File: config.mk
export PLATFORM = sky130hd
export DESIGN_NAME = approx_mul_pipe_flat
export DESIGN_NICKNAME = d
export VERILOG_FILES = /design/src/rtl/approx_mul_pipe_if.sv /design/src/rtl/approx_mul_pipe.sv /design/src/flat_wrapper.sv
export SDC_FILE = /design/constraint.sdc
export NUM_CORES = 1
export LEC_CHECK = 0
export ABC_AREA = 1
export CORE_MARGIN = 4
export CORE_UTILIZATION = 33
export CTS_CLUSTER_SIZE = 12
export DETAILED_ROUTE_END_ITERATION = 6
export PLACE_DENSITY = 0.54
export RECOVER_POWER = 25
export SLEW_MARGIN = 10
export SYNTH_ARGS = -nofsm -noshare
export SYNTH_HDL_FRONTEND = slang
export SYNTH_SLANG_ARGS = --single-unit
File: constraint.sdc
create_clock -name clk -period 2.8 [get_ports clk]
set_input_delay 0.84 -clock clk [delete_from_list [all_inputs] [get_ports clk]]
set_output_delay 0.84 -clock clk [all_outputs]
set_load 0.1 [all_outputs]
File: src/rtl/approx_mul_pipe_if.sv
// approx_mul_pipe_if
//   Operand/result handshake bundle for approx_mul_pipe.
//   Input side : in_valid, in_ready, x, y, approx, tag_in
//   Output side: out_valid, out_ready, z, err, tag_out
//   master = producer/consumer side, slave = multiplier side.
interface approx_mul_pipe_if #(
  parameter int W     = 8,
  parameter int TAG_W = 4
);
  logic               in_valid;
  logic               in_ready;
  logic [W-1:0]       x;
  logic [W-1:0]       y;
  logic               approx;
  logic [TAG_W-1:0]   tag_in;
  logic               out_valid;
  logic               out_ready;
  logic [2*W-1:0]     z;
  logic [2*W-1:0]     err;
  logic [TAG_W-1:0]   tag_out;

  modport master (
    output in_valid, x, y, approx, tag_in, out_ready,
    input  in_ready, out_valid, z, err, tag_out
  );

  modport slave (
    input  in_valid, x, y, approx, tag_in, out_ready,
    output in_ready, out_valid, z, err, tag_out
  );
endinterface

File: src/rtl/approx_mul_pipe.sv
// approx_mul_pipe
//   Two-stage pipelined unsigned W x W multiplier. Each transaction selects
//   the exact product or a truncated-row approximation in which the low L
//   multiplier rows are replaced by an OR-compressed compensation vector.
//   Every result carries err = exact - returned product.
// Ports
//   clk    : clock, all state on rising edge
//   rst_n  : asynchronous active-low reset
//   bus    : approx_mul_pipe_if.slave
//            in_valid/in_ready/x/y/approx/tag_in   operand handshake
//            out_valid/out_ready/z/err/tag_out     result handshake
module approx_mul_pipe #(
  parameter int W     = 8,
  parameter int L     = 2,
  parameter int TAG_W = 4
) (
  input  logic clk,
  input  logic rst_n,
  approx_mul_pipe_if.slave bus
);

  localparam int PW = 2 * W;
  localparam logic [W-1:0] LO_MASK = W'((1 << L) - 1);

  // Compensation for the dropped rows: column c in W-1 .. W+L-2 is the OR of
  // every dropped partial-product bit x[r] & y[c-r] that lands in it.
  function automatic logic [PW-1:0] comp_vec(input logic [W-1:0] xv,
                                             input logic [W-1:0] yv);
    logic [PW-1:0] acc;
    logic [PW-1:0] one;
    logic [W-1:0]  xs;
    logic [W-1:0]  ys;
    acc = '0;
    one = PW'(1);
    for (int c = 0; c < PW; c++) begin
      for (int r = 0; r < L; r++) begin
        if ((c >= W - 1) && (c <= W + L - 2) && (c - r < W)) begin
          xs = xv >> r;
          ys = yv >> (c - r);
          if (xs[0] && ys[0]) acc = acc | (one << c);
        end
      end
    end
    return acc;
  endfunction

  // ---- stage p0: partial terms straight from the operands ----
  logic [PW-1:0] hi_p0;
  logic [PW-1:0] lo_p0;
  logic [PW-1:0] comp_p0;

  always_comb begin
    hi_p0   = {{W{1'b0}}, bus.y} * {{W{1'b0}}, (bus.x >> L)};
    lo_p0   = {{W{1'b0}}, bus.y} * {{W{1'b0}}, (bus.x & LO_MASK)};
    comp_p0 = comp_vec(bus.x, bus.y);
  end

  // ---- stage p1 registers ----
  logic               vld_p1_q, vld_p1_d;
  logic [PW-1:0]      hi_p1_q;
  logic [PW-1:0]      lo_p1_q;
  logic [PW-1:0]      comp_p1_q;
  logic               apx_p1_q;
  logic [TAG_W-1:0]   tag_p1_q;

  // ---- stage p2 registers ----
  logic               vld_p2_q, vld_p2_d;
  logic [PW-1:0]      z_p2_q, z_p2_d;
  logic [PW-1:0]      err_p2_q, err_p2_d;
  logic [TAG_W-1:0]   tag_p2_q, tag_p2_d;

  logic          s2_en;
  logic          accept;
  logic          advance;
  logic [PW-1:0] exact_p1;
  logic [PW-1:0] approx_p1;

  // No skid buffer: in_ready depends combinationally on out_ready.
  assign s2_en        = !vld_p2_q || bus.out_ready;
  assign bus.in_ready = !vld_p1_q || s2_en;
  assign accept       = bus.in_valid && bus.in_ready;
  assign advance      = vld_p1_q && s2_en;

  always_comb begin
    vld_p1_d = vld_p1_q;
    if (accept)       vld_p1_d = 1'b1;
    else if (advance) vld_p1_d = 1'b0;
  end

  always_ff @(posedge clk or negedge rst_n) begin
    if (!rst_n) vld_p1_q <= 1'b0;
    else        vld_p1_q <= vld_p1_d;
  end

  always_ff @(posedge clk) begin
    if (accept) begin
      hi_p1_q   <= hi_p0;
      lo_p1_q   <= lo_p0;
      comp_p1_q <= comp_p0;
      apx_p1_q  <= bus.approx;
      tag_p1_q  <= bus.tag_in;
    end
  end

  // ---- stage p1 -> p2: recombine shifted high rows with low term or compensation ----
  always_comb begin
    exact_p1  = (hi_p1_q << L) + lo_p1_q;
    approx_p1 = (hi_p1_q << L) + comp_p1_q;
    vld_p2_d  = vld_p2_q;
    z_p2_d    = z_p2_q;
    err_p2_d  = err_p2_q;
    tag_p2_d  = tag_p2_q;
    if (s2_en) vld_p2_d = vld_p1_q;
    if (advance) begin
      z_p2_d   = apx_p1_q ? approx_p1 : exact_p1;
      err_p2_d = exact_p1 - z_p2_d;
      tag_p2_d = tag_p1_q;
    end
  end

  always_ff @(posedge clk or negedge rst_n) begin
    if (!rst_n) begin
      vld_p2_q <= 1'b0;
      z_p2_q   <= '0;
      err_p2_q <= '0;
      tag_p2_q <= '0;
    end else begin
      vld_p2_q <= vld_p2_d;
      z_p2_q   <= z_p2_d;
      err_p2_q <= err_p2_d;
      tag_p2_q <= tag_p2_d;
    end
  end

  assign bus.out_valid = vld_p2_q;
  assign bus.z         = z_p2_q;
  assign bus.err       = err_p2_q;
  assign bus.tag_out   = tag_p2_q;

endmodule

File: src/flat_wrapper.sv
// flat-port wrapper written by rule: the top's interface ports become plain ports
module approx_mul_pipe_flat 
#(
  parameter int W     = 8,
  parameter int L     = 2,
  parameter int TAG_W = 4
)
  (clk, rst_n, bus_in_valid, bus_x, bus_y, bus_approx, bus_tag_in, bus_out_ready, bus_in_ready, bus_out_valid, bus_z, bus_err, bus_tag_out);
  approx_mul_pipe_if #(.W(W), .TAG_W(TAG_W)) bus_i ();
  input  logic clk;
  input  logic rst_n;
  input wire logic [$bits(bus_i.in_valid)-1:0] bus_in_valid;
  input wire logic [$bits(bus_i.x)-1:0] bus_x;
  input wire logic [$bits(bus_i.y)-1:0] bus_y;
  input wire logic [$bits(bus_i.approx)-1:0] bus_approx;
  input wire logic [$bits(bus_i.tag_in)-1:0] bus_tag_in;
  input wire logic [$bits(bus_i.out_ready)-1:0] bus_out_ready;
  output wire logic [$bits(bus_i.in_ready)-1:0] bus_in_ready;
  output wire logic [$bits(bus_i.out_valid)-1:0] bus_out_valid;
  output wire logic [$bits(bus_i.z)-1:0] bus_z;
  output wire logic [$bits(bus_i.err)-1:0] bus_err;
  output wire logic [$bits(bus_i.tag_out)-1:0] bus_tag_out;
  assign bus_i.in_valid = bus_in_valid;
  assign bus_i.x = bus_x;
  assign bus_i.y = bus_y;
  assign bus_i.approx = bus_approx;
  assign bus_i.tag_in = bus_tag_in;
  assign bus_i.out_ready = bus_out_ready;
  assign bus_in_ready = bus_i.in_ready;
  assign bus_out_valid = bus_i.out_valid;
  assign bus_z = bus_i.z;
  assign bus_err = bus_i.err;
  assign bus_tag_out = bus_i.tag_out;
  approx_mul_pipe #(.W(W), .L(L), .TAG_W(TAG_W)) u_core (.clk(clk), .rst_n(rst_n), .bus(bus_i));
endmodule
* Word-level counts from Yosys, hierarchy flattened
Cells that the tools add are included.
** Operators by class
- Mux-type cells :: 5
- Add/subtract/negate cells :: 3
- Multipliers :: 2
- Reduce and logical (&&, ||, !) cells :: 10
** Operators by type and width (number)
- $add A16 B16 Y16 :: 2
- $mux W16 :: 1
- $mux W8 :: 2
- $sub A16 B16 Y16 :: 1
- $mul A8 B6 Y14 :: 1
- $mul A8 B2 Y10 :: 1
- $logic_and A1 B1 Y1 :: 5
- $logic_not A1 Y1 :: 2
- $logic_or A1 B1 Y1 :: 2
- $mux W1 :: 2
- $reduce_bool A2 Y1 :: 1
** Word-level totals
- Flip-flop bits (word level) :: 89
- Input port bits :: 25
- Logic and storage cells :: 31
- Output and inout bits :: 38

* Longest topological paths before layout
Gate-level depths: netlist (run 1).
- Depth in word-level cells :: 5
- Gate-level depth with buffers :: 24
- Depth with buffers taken out :: 24

* Worst setup path after synthesis (run 1)
Ideal clock, no wire load.
- Path type :: input to register
- Start point :: in bus_y[2]
- End point :: reg u_core.hi_p1_q[13] (data pin)
- Cell stages on the path :: 22
- Library setup time :: 0.252 ns
- Arrival time :: 4.338 ns
- Path slack :: -1.790 ns
- Data required time :: 2.548 ns
- Cell sequence :: clkbuf_1 -> nand2_1 -> inv_1 -> fa_1 -> fa_1 -> inv_1 -> fa_1 -> inv_1 -> ha_1 -> nand2_1 -> nand2_1 -> a31oi_1 -> o21ai_0 -> nand2_1 -> nand2_1 -> nand2_1 -> a21boi_0 -> or2_2 -> a21oi_1 -> inv_1 -> nand2_1 -> nand2_1
** On the way
- Cells in the longest elaborated chain, start to end :: 1
** Ends and longest elaborated chain
- start: declaration :: line flat_wrapper.sv:14 : input wire logic [$bits(bus_i.y)-1:0] bus_y;
- $mul A8 B6 Y14 :: line approx_mul_pipe.sv:53 : hi_p0 = {{W{1'b0}}, bus.y} * {{W{1'b0}}, (bus.x >> L)};
- via u_core.hi_p0[13] :: line approx_mul_pipe.sv:48 : logic [PW-1:0] hi_p0;
- end signal: assignment :: line approx_mul_pipe.sv:97 : hi_p1_q <= hi_p0;
- end: declaration :: line approx_mul_pipe.sv:60 : logic [PW-1:0] hi_p1_q;
The timed path passes the listed nets, and every way through them passes these cells.
A chain may end at the register's enable or synchronous reset.

* Final worst setup path (run 1)
- Start point :: in bus_x[7]
- End point :: reg u_core.hi_p1_q[13] (data pin)
** On the way
- Cells in the longest elaborated chain, start to end :: 1
** Ends and longest elaborated chain
- start: declaration :: line flat_wrapper.sv:13 : input wire logic [$bits(bus_i.x)-1:0] bus_x;
- $mul A8 B6 Y14 :: line approx_mul_pipe.sv:53
- via u_core.hi_p0[13] :: line approx_mul_pipe.sv:48
The timed path passes the listed nets, and every way through them passes these cells.

==> results of run 1 <==
registers in the layout (all words and copies together), names as in the netlist:
register	cells
u_core.bus.err	16
u_core.bus.z	16
u_core.hi_p1_q	14
u_core.lo_p1_q	10
u_core.bus.tag_out	4
u_core.tag_p1_q	4
u_core.comp_p1_q	2
u_core.apx_p1_q	1
u_core.bus.out_valid	1
u_core.vld_p1_q	1
cell families (layout without fill, tap and decap cells):
| logic type | after synthesis | count (layout) | share of synthesized area [%] |
|---|---|---|---|
| and+or+nand+nor | 330 | 330 | 24.6 |
| buffers and inverters | 186 | 366 | 12.0 |
| adders and majority gates | 76 | 76 | 19.7 |
| AOI/OAI and AO/OA | 76 | 76 | 7.22 |
| DFF | 69 | 69 | 31.9 |
| xor gates and xnor gates | 27 | 27 | 4.13 |
| muxes | 3 | 3 | 0.508 |
| other | 1 | 1 | 0.0635 |
metrics by stage:
stage,worst slack (ns),utilization [%]
final,-1.09,49.0
after global routing,-1.23,49.0
after CTS,-1.13,46.6
after detailed placement,-2.00,43.2
after global placement,-1.91,43.2
after floorplan,-1.40,-
layout make-up:
cell class,count,area [µm²],area share (%)
Multi-Input combinational cell,513,3860,45.2
Tap cell,225,282,3.30
Clock inverter,4,20.0,0.234
Clock buffer,12,268,3.14
Timing Repair Buffer,190,1620,19.0
Sequential cell,69,1880,22.0
Inverter,160,601,7.03
worst max-delay path, cell delays in order:
cell	delay, ns
buf_8	0.11
nand2_4	0.06
inv_2	0.03
fa_1	0.49
fa_1	0.51
inv_1	0.05
fa_1	0.49
inv_2	0.05
ha_4	0.23
nand2_2	0.06
nand2_2	0.06
a31oi_4	0.16
o21ai_2	0.09
nand2_1	0.06
nand2_1	0.05
nand2_2	0.07
a21boi_2	0.06
or2_4	0.26
a21oi_4	0.14
inv_1	0.05
nand2_1	0.05
nand2_1	0.04
repair_timing:
| action | 4_1_cts | 5_1_grt |
|---|---|---|
| gates resized for setup | 138 | 98 |
| setup buffers | 17 | 14 |
| pin swaps | 50 | 65 |
| endpoints found under the setup margin | 22 | 22 |
| gates cloned | 0 | 0 |
| hold buffers | 0 | 0 |
layer usage:
metal  GRT usage [%]  routed length [µm]  part of all wire (%)  up-vias
met5               0                   0                     0        -
met4            4.44                 233                   1.7        0
met3            1.99                 432                   3.2       13
met2            24.1                6650                    49       59
met1            17.6                6180                    46     2306
li1                -                   -                     -     2715
synthesized netlist by cell type (4+ instances only):
library cell / count / share of area [%]
nand2_1: 220 / 14
inv_1: 155 / 9.9
ha_1: 48 / 10
dfrtp_1: 38 / 16
nor2_1: 34 / 2.2
edfxtp_1: 31 / 16
nand3_1: 31 / 2.6
o21ai_0: 31 / 2.6
fa_1: 28 / 9.5
clkbuf_1: 23 / 1.5
a21oi_1: 22 / 1.9
xor2_1: 14 / 2.1
xnor2_1: 12 / 1.8
nand2_2: 11 / 1.2
nand3_2: 9 / 1.5
nand4_1: 7 / 0.74
a31oi_1: 5 / 0.53
nor2_2: 5 / 0.53
o21ai_1: 5 / 0.42
a21oi_2: 4 / 0.59
how the worst max path moves through the flow:
stage               depth (start not counted)            endpoint
floorplan                                  22  u_core.hi_p1_q[13]
global placement                           22  u_core.hi_p1_q[13]
detailed placement                         22  u_core.hi_p1_q[13]
CTS                                        22  u_core.hi_p1_q[13]
global route                               21  u_core.hi_p1_q[12]
finish                                     22  u_core.hi_p1_q[13]
power by group through the flow:
stage / clock network [mW] / logic, mW / registers [mW]
final: 1.08 / 6.62 / 1.64
after global routing: 1.17 / 7.22 / 1.69
after CTS: 1.11 / 6.11 / 1.65
after detailed placement: 0 / 5.66 / 1.66
after global placement: 0 / 5.63 / 1.65
after floorplan: 0 / 2.53 / 3.20
==> out/qor.yml, run 1 <==
switching_share_pct: 50.3
synth.avg_cell_area_um2: 7.69
portBuffers: 62
via_count: 5093
startpoint: "bus_x[7]"
synth_warnings: 0
clock.fmax_ghz: 0.257
report.final.hold_viol_count: 0
drtAntennaViolNets: 0
crit_path_max_fanout: 5
synth-seq-area-share_pct: 31.9
slew_violations: 0
hp-class: "register to register"
wl_per_cell_um: 11.5
crit_path_end_kind: "register"
powerDensity_nw_per_um2: 1090
firstDrtPassIters: 4
fin_crit_sh_pct: 139
synthFlopType: "dfrtp_1"
p_seq_share_pct: 17.6
synth.distinct_cells: 41
outcome: "finished, violations left"
core.rowCount: 48
die_y_um: 142
final_cell_area_um2: 8540
fin_ws_ns: -1.09
drive_gt1_share_pct: 36.9
worstSkewPairLatency_ns: 0.33
vdd_drop_max_uv: 1140
overflow: 0
tightest_slew_ns: 1.07
ys_ff_latch: 69
cts_sinks: 69
dp.final_hpwl_um: 10600
start_util_pct: 33.9
synthesis.nets: 869
failed_checks: "setup timing"
clockBufferDepth: 2
ios: 63
postPlaceCellArea_um2: 7520
fill_cells: 1707
hold_ws_ns: 0.445
r2r_start: "u_core.hi_p1_q[0]"
crit_required_ns: 2.89
r2r_cells: 23
setup_viol: 17
p_sw_mw: 4.70
tns_ns: -7.68
relSlewSlack_pct: 28.5
coreArea_um2: 17400
htreeDepth: 3
grt_max_degree: 48
placed_cells: 1134
routed_wl_um: 13500
cts_root_buffer: "clkbuf_16"
globalplace.congestion: 0.806
cts_tree: "built"
layout_commonest_cell: "nand2_1"
synth_enable_flop_cells: 31
fp.dieW_um: 142
leakagePower_nw: 4.60
fin_crit_ns: 3.89
antenna_found_initial: 0
crit_type: "input pin to register"
hold_depth: 2
final.setup_skew_ns: 0.00284
clkPwrFrac_pct: 11.6
diodes: 0
internal-power_mw: 4.64
instances_no_fill: 1173
async_reset_ff_share_pct: 55.1
max-cap-violations: 0
grt_pass1_vias: 5067
nets: 1044
synthCells: 768
grt_setup_unrepaired: "yes"
worstHoldStart: "u_core.tag_p1_q[0]"
dieArea_um2: 20100
syn_area_um2: 5910
grt_pass1_wl_um: 22900
pwr-share-comb_pct: 70.8
total_power_mw: 9.34
worstPathArrival_ns: 3.99
cts_made_buffers: 9
r2r_slack_ns: -0.25
area_delta_synth_final_pct: 44.6
rr_endpoint: "u_core.bus.err[13]"
path_clk_slew_ns: 0.05
layout_common_cells: "nand2_1 (184), buf_4 (140), inv_1 (133), dfrtp_1 (38)"
vias_per_cell: 4.34
critPathLaunchType: "input pin"
grt_usage_pct: 13.8
first_iter_violations: 150
hold_path_end: "u_core.bus.tag_out[0]"
drcViolationCount: 0
No activity file was read; power rests on OpenSTA's default activity.
==> run 2, diff against run 1 <==
==> constraint.sdc (replaced) <==
create_clock -name clk -period 2.8 [get_ports clk]
set_input_delay 0.84 -clock clk [delete_from_list [all_inputs] [get_ports clk]]
set_output_delay 0.84 -clock clk [all_outputs]
set_load 0.01 [all_outputs]
==> out/qor.yml, run 2 (same netlist as run 1, synthesis figures left out) <==
outcome: "finished, violations left"
failed_checks: "setup timing"
grt_max_degree: 48
worstPathArrival_ns: 4.04
vias_per_cell: 4.37
nets: 1054
path_cells: "buf_8, nand2_2, inv_2, fa_1, fa_1, inv_1, fa_1, inv_2, ha_4, nand2_2, nand2_2, a31oi_4, o21ai_2, nand2_1, nand2_1, nand2_2, a21boi_2, or2_4, a21oi_4, inv_1, nand2_1, nand2_1"
slew_violations: 0
vdd_drop_max_uv: 558
dieArea_um2: 20100
r2r_start: "u_core.hi_p1_q[0]"
path_clk_slew_ns: 0.06
fp.dieW_um: 142
internal-power_mw: 4.75
clkPwrFrac_pct: 13.0
wl_per_cell_um: 11.5
htreeDepth: 3
drive_gt1_share_pct: 31.9
firstDrtPassIters: 4
startpoint: "bus_x[6]"
rr_endpoint: "u_core.bus.err[15]"
pwr-share-comb_pct: 66.3
crit_path_end_kind: "register"
dp.final_hpwl_um: 10700
first_iter_violations: 165
crit_path_top_delay_cell: "fa_1"
globalplace.congestion: 0.811
portBuffers: 62
final.setup_skew_ns: 0.00528
tightest_slew_ns: 1.12
clockBufferDepth: 2
report.final.hold_viol_count: 0
grt_pass1_vias: 5156
via_count: 5169
grt_setup_unrepaired: "yes"
leakagePower_nw: 4.57
cts_made_buffers: 9
layout_commonest_cell: "nand2_1"
layout_common_cells: "nand2_1 (190), inv_1 (134), buf_4 (109), clkdlybuf4s50_1 (43), ha_1 (40)"
relSlewSlack_pct: 25.6
max-cap-violations: 0
r2r_slack_ns: -0.22
start_util_pct: 33.9
core.rowCount: 48
drtAntennaViolNets: 0
worstSkewPairLatency_ns: 0.33
grt_usage_pct: 14.2
crit_path_max_fanout: 6
hp-class: "register to register"
switching_share_pct: 40.2
cp_num_cells: 22
p_seq_share_pct: 20.6
diodes: 0
max_stage_delay_ns: 0.51
fin_crit_ns: 3.96
cts_tree: "built"
clock.fmax_ghz: 0.252
fin_ws_ns: -1.16
p_sw_mw: 3.20
drcViolationCount: 0
endpoint: "u_core.hi_p1_q[13]"
die_y_um: 142
crit_required_ns: 2.88
routed_wl_um: 13600
critPathLaunchType: "input pin"
overflow: 0
cts_root_buffer: "clkbuf_16"
hold_ws_ns: 0.440
fin_util_pct: 49.0
critical_path.top_delay_family: "adder cells"
r2r_cells: 23
antenna_found_initial: 0
powerDensity_nw_per_um2: 931
area_delta_synth_final_pct: 44.5
coreArea_um2: 17400
crit_type: "input pin to register"
fin_crit_sh_pct: 142
critPathBufInv: 5
grt_pass1_wl_um: 23600
setup_viol: 17
cts_sinks: 69
ios: 63
cts_hold_buffers: 0
## run 2: cell types whose count changed in the layout (fill, tap and decap cells not counted), moves of 4 or more
cell	delta
clkdlybuf4s50_1	+37
buf_4	-31
nand2_1	+6
buf_6	+5
buf_12	-4
nand2_4	-4
## run 2: final cells by class
type / instances / area [µm²]
clock buffer: 11 / 253
timing repair buffer: 200 / 1770
sequential: 69 / 1880
tap: 225 / 282
fill: 1684 / 8880
inverter: 160 / 601
multi-input combinational: 513 / 3720
clock inverter: 5 / 25.0
## run 2: worst min-delay path by stage
stage                             startpoint                    end  depth (start not counted)
after floorplan           u_core.tag_p1_q[0]  u_core.bus.tag_out[0]                          2
after detailed placement  u_core.tag_p1_q[3]  u_core.bus.tag_out[3]                          2
after global placement    u_core.tag_p1_q[2]  u_core.bus.tag_out[2]                          2
after global routing      u_core.tag_p1_q[3]  u_core.bus.tag_out[3]                          2
after CTS                 u_core.tag_p1_q[3]  u_core.bus.tag_out[3]                          2
final                     u_core.tag_p1_q[3]  u_core.bus.tag_out[3]                          2
## run 2: worst min-delay path, cell delays in order, from the launching register on
cell	delay, ns
edfxtp_1	0.31
nand2_1	0.05
nand2_1	0.04
## run 2: per-layer routing
metal / track usage (%) / wire length (µm)
met3: 2.36 / 393
met4: 4.09 / 270
met5: 0 / 0
met1: 18.4 / 6210
met2: 24.5 / 6750
## run 2: through the flow
step                      setup TNS (ns)  power (mW)  instances  area (µm²)  setup slack, ns
final                              -9.22        7.95       1183        8530            -1.16
after global routing              -12.33        8.66       1183        8530            -1.32
after CTS                          -9.26        7.59       1183        8330            -1.19
after detailed placement          -19.02        5.88       1137        7600            -2.01
after global placement            -18.13        5.82       1137        7600            -1.92
after floorplan                    -8.64        4.23        768        6050            -1.40
## run 2: power groups by stage
stage / combinational (mW) / sequential (mW) / clock [mW]
after floorplan: 2.52 / 1.71 / 0
after global placement: 4.17 / 1.65 / 0
after detailed placement: 4.22 / 1.66 / 0
after CTS: 4.87 / 1.64 / 1.07
after global routing: 5.86 / 1.69 / 1.12
final: 5.27 / 1.64 / 1.04
## run 2: repair_timing
item	4_1_cts	5_1_grt
pin swaps	45	44
endpoints found under the setup margin	23	22
gates resized for setup	142	68
buffers inserted	33	8
==> run 3, diff against run 2 <==
Settings changed: CORE_MARGIN 4 to default.
==> out/qor.yml, run 3 (same netlist as run 1, synthesis figures left out) <==
path_clk_slew_ns: 0.05
diodes: 0
tightest_slew_ns: 1.34
path_cells: "buf_4, nand2_2, inv_2, fa_1, fa_1, inv_1, fa_1, inv_2, ha_4, nand2_2, nand2_2, a31oi_4, o21ai_2, nand2_1, nand2_1, nand2_2, a21boi_2, or2_4, a21oi_2, inv_1, nand2_1, nand2_1"
hp-class: "register to register"
grt_usage_pct: 15.1
clock.fmax_ghz: 0.259
via_count: 5077
slew_violations: 0
grt_setup_unrepaired: "yes"
report.final.hold_viol_count: 0
die_y_um: 136
final.setup_skew_ns: 0.00576
relSlewSlack_pct: 11.0
fp.dieW_um: 136
total_power_mw: 7.61
vdd_drop_max_uv: 500
r2r_slack_ns: -0.27
cts_made_buffers: 9
vias_per_cell: 4.32
coreArea_um2: 17400
leakagePower_nw: 4.48
fin_util_pct: 48.5
cts_tree: "built"
critPathBufInv: 5
fin_ws_ns: -1.06
drive_gt1_share_pct: 31.1
worstSkewPairLatency_ns: 0.33
endpoint: "u_core.hi_p1_q[13]"
start_util_pct: 34.0
cp_num_cells: 22
crit_required_ns: 2.88
first_iter_violations: 170
hold_ws_ns: 0.437
crit_path_top_delay_cell: "fa_1"
layout_common_cells: "nand2_1 (187), inv_1 (134), buf_4 (111), clkdlybuf4s50_1 (42)"
r2r_start: "u_core.hi_p1_q[1]"
worstPathArrival_ns: 3.94
crit_path_max_fanout: 3
clockBufferDepth: 2
cts_sinks: 69
antenna_found_initial: 0
cts_hold_buffers: 0
grt_max_degree: 55
nets: 1046
routed_wl_um: 12900
overflow: 0
rr_endpoint: "u_core.bus.err[10]"
crit_path_end_kind: "register"
fin_crit_sh_pct: 138
r2r_cells: 19
max_stage_delay_ns: 0.49
grt_pass1_wl_um: 22000
ios: 63
powerDensity_nw_per_um2: 905
dp.final_hpwl_um: 10400
setup_viol: 18
max-cap-violations: 0
portBuffers: 62
layout_commonest_cell: "nand2_1"
firstDrtPassIters: 4
outcome: "finished, violations left"
cts_root_buffer: "clkbuf_16"
dieArea_um2: 18400
htreeDepth: 3
drcViolationCount: 0
post-place-ws_ns: -2.00
core.rowCount: 48
globalplace.congestion: 0.796
tns_ns: -8.20
critPathLaunchType: "input pin"
failed_checks: "setup timing"
area_delta_synth_final_pct: 42.4
wl_per_cell_um: 11.0
startpoint: "bus_y[1]"
worstHoldStart: "u_core.tag_p1_q[1]"
drtAntennaViolNets: 0
crit_type: "input pin to register"
fin_crit_ns: 3.86
grt_pass1_vias: 4846
critical_path.top_delay_family: "adder cells"
run 3: cell count changes in the layout (fill, tap and decap cells not counted), moves of 3 or more:
| cell | delta |
|---|---|
| clkinv_2 | -4 |
| nand2_1 | -3 |
| buf_6 | -9 |
| nand2_2 | +6 |
| nand3_2 | -3 |
| dlygate4sd3_1 | +3 |
| nand2_4 | -3 |
| nand3_1 | +4 |
run 3: where the power goes:
group	switching [mW]	internal (mW)	total (mW)	leakage (nW)
registers	0.206	1.43	1.63	0.767
clock network	0.382	0.694	1.08	0.146
logic	2.43	2.48	4.90	3.57
total	3.02	4.60	7.61	4.48
run 3: cell type report:
type / instances / area, µm²
repair buffers: 192 / 1690
fillers: 1716 / 8950
inverters: 160 / 601
multi-input cells: 513 / 3670
clock buffers: 15 / 288
clock inverters: 1 / 5.00
flip-flops and latches: 69 / 1880
well taps: 225 / 282
run 3: worst min path at each step:
stage / end / slack, ns / depth (start not counted)
floorplan: u_core.bus.tag_out[0] / 0.42 / 2
global placement: u_core.bus.tag_out[0] / 0.42 / 2
detailed placement: u_core.bus.tag_out[1] / 0.43 / 2
CTS: u_core.bus.tag_out[1] / 0.44 / 2
global route: u_core.bus.tag_out[1] / 0.46 / 2
finish: u_core.bus.tag_out[1] / 0.44 / 2
run 3: what timing repair did:
| action | in CTS | in global routing |
|---|---|---|
| pin swaps | 53 | 41 |
| setup buffers | 35 | 10 |
| setup endpoints to repair | 23 | 22 |
| resized for setup | 154 | 46 |
run 3: per-layer routing:
layer	up-vias	wire length [µm]	global-route usage (%)
met5	-	0	0
met4	0	238	4.87
met3	14	272	2.17
met2	69	6300	26.6
met1	2271	6110	18.8
li1	2723	-	-
run 3: metrics by stage:
step / area (µm²) / cells
2_1_floorplan: 6050 / 768
3_3_place_gp: 7580 / 1132
3_5_place_dp: 7580 / 1132
4_1_cts: 8300 / 1177
5_1_grt: 8410 / 1175
6_report: 8410 / 1175
run 3: worst min-delay path, cell delays in order, from the launching register on:
cell      delay, ns
edfxtp_1       0.31
nand2_1        0.05
nand2_1        0.05
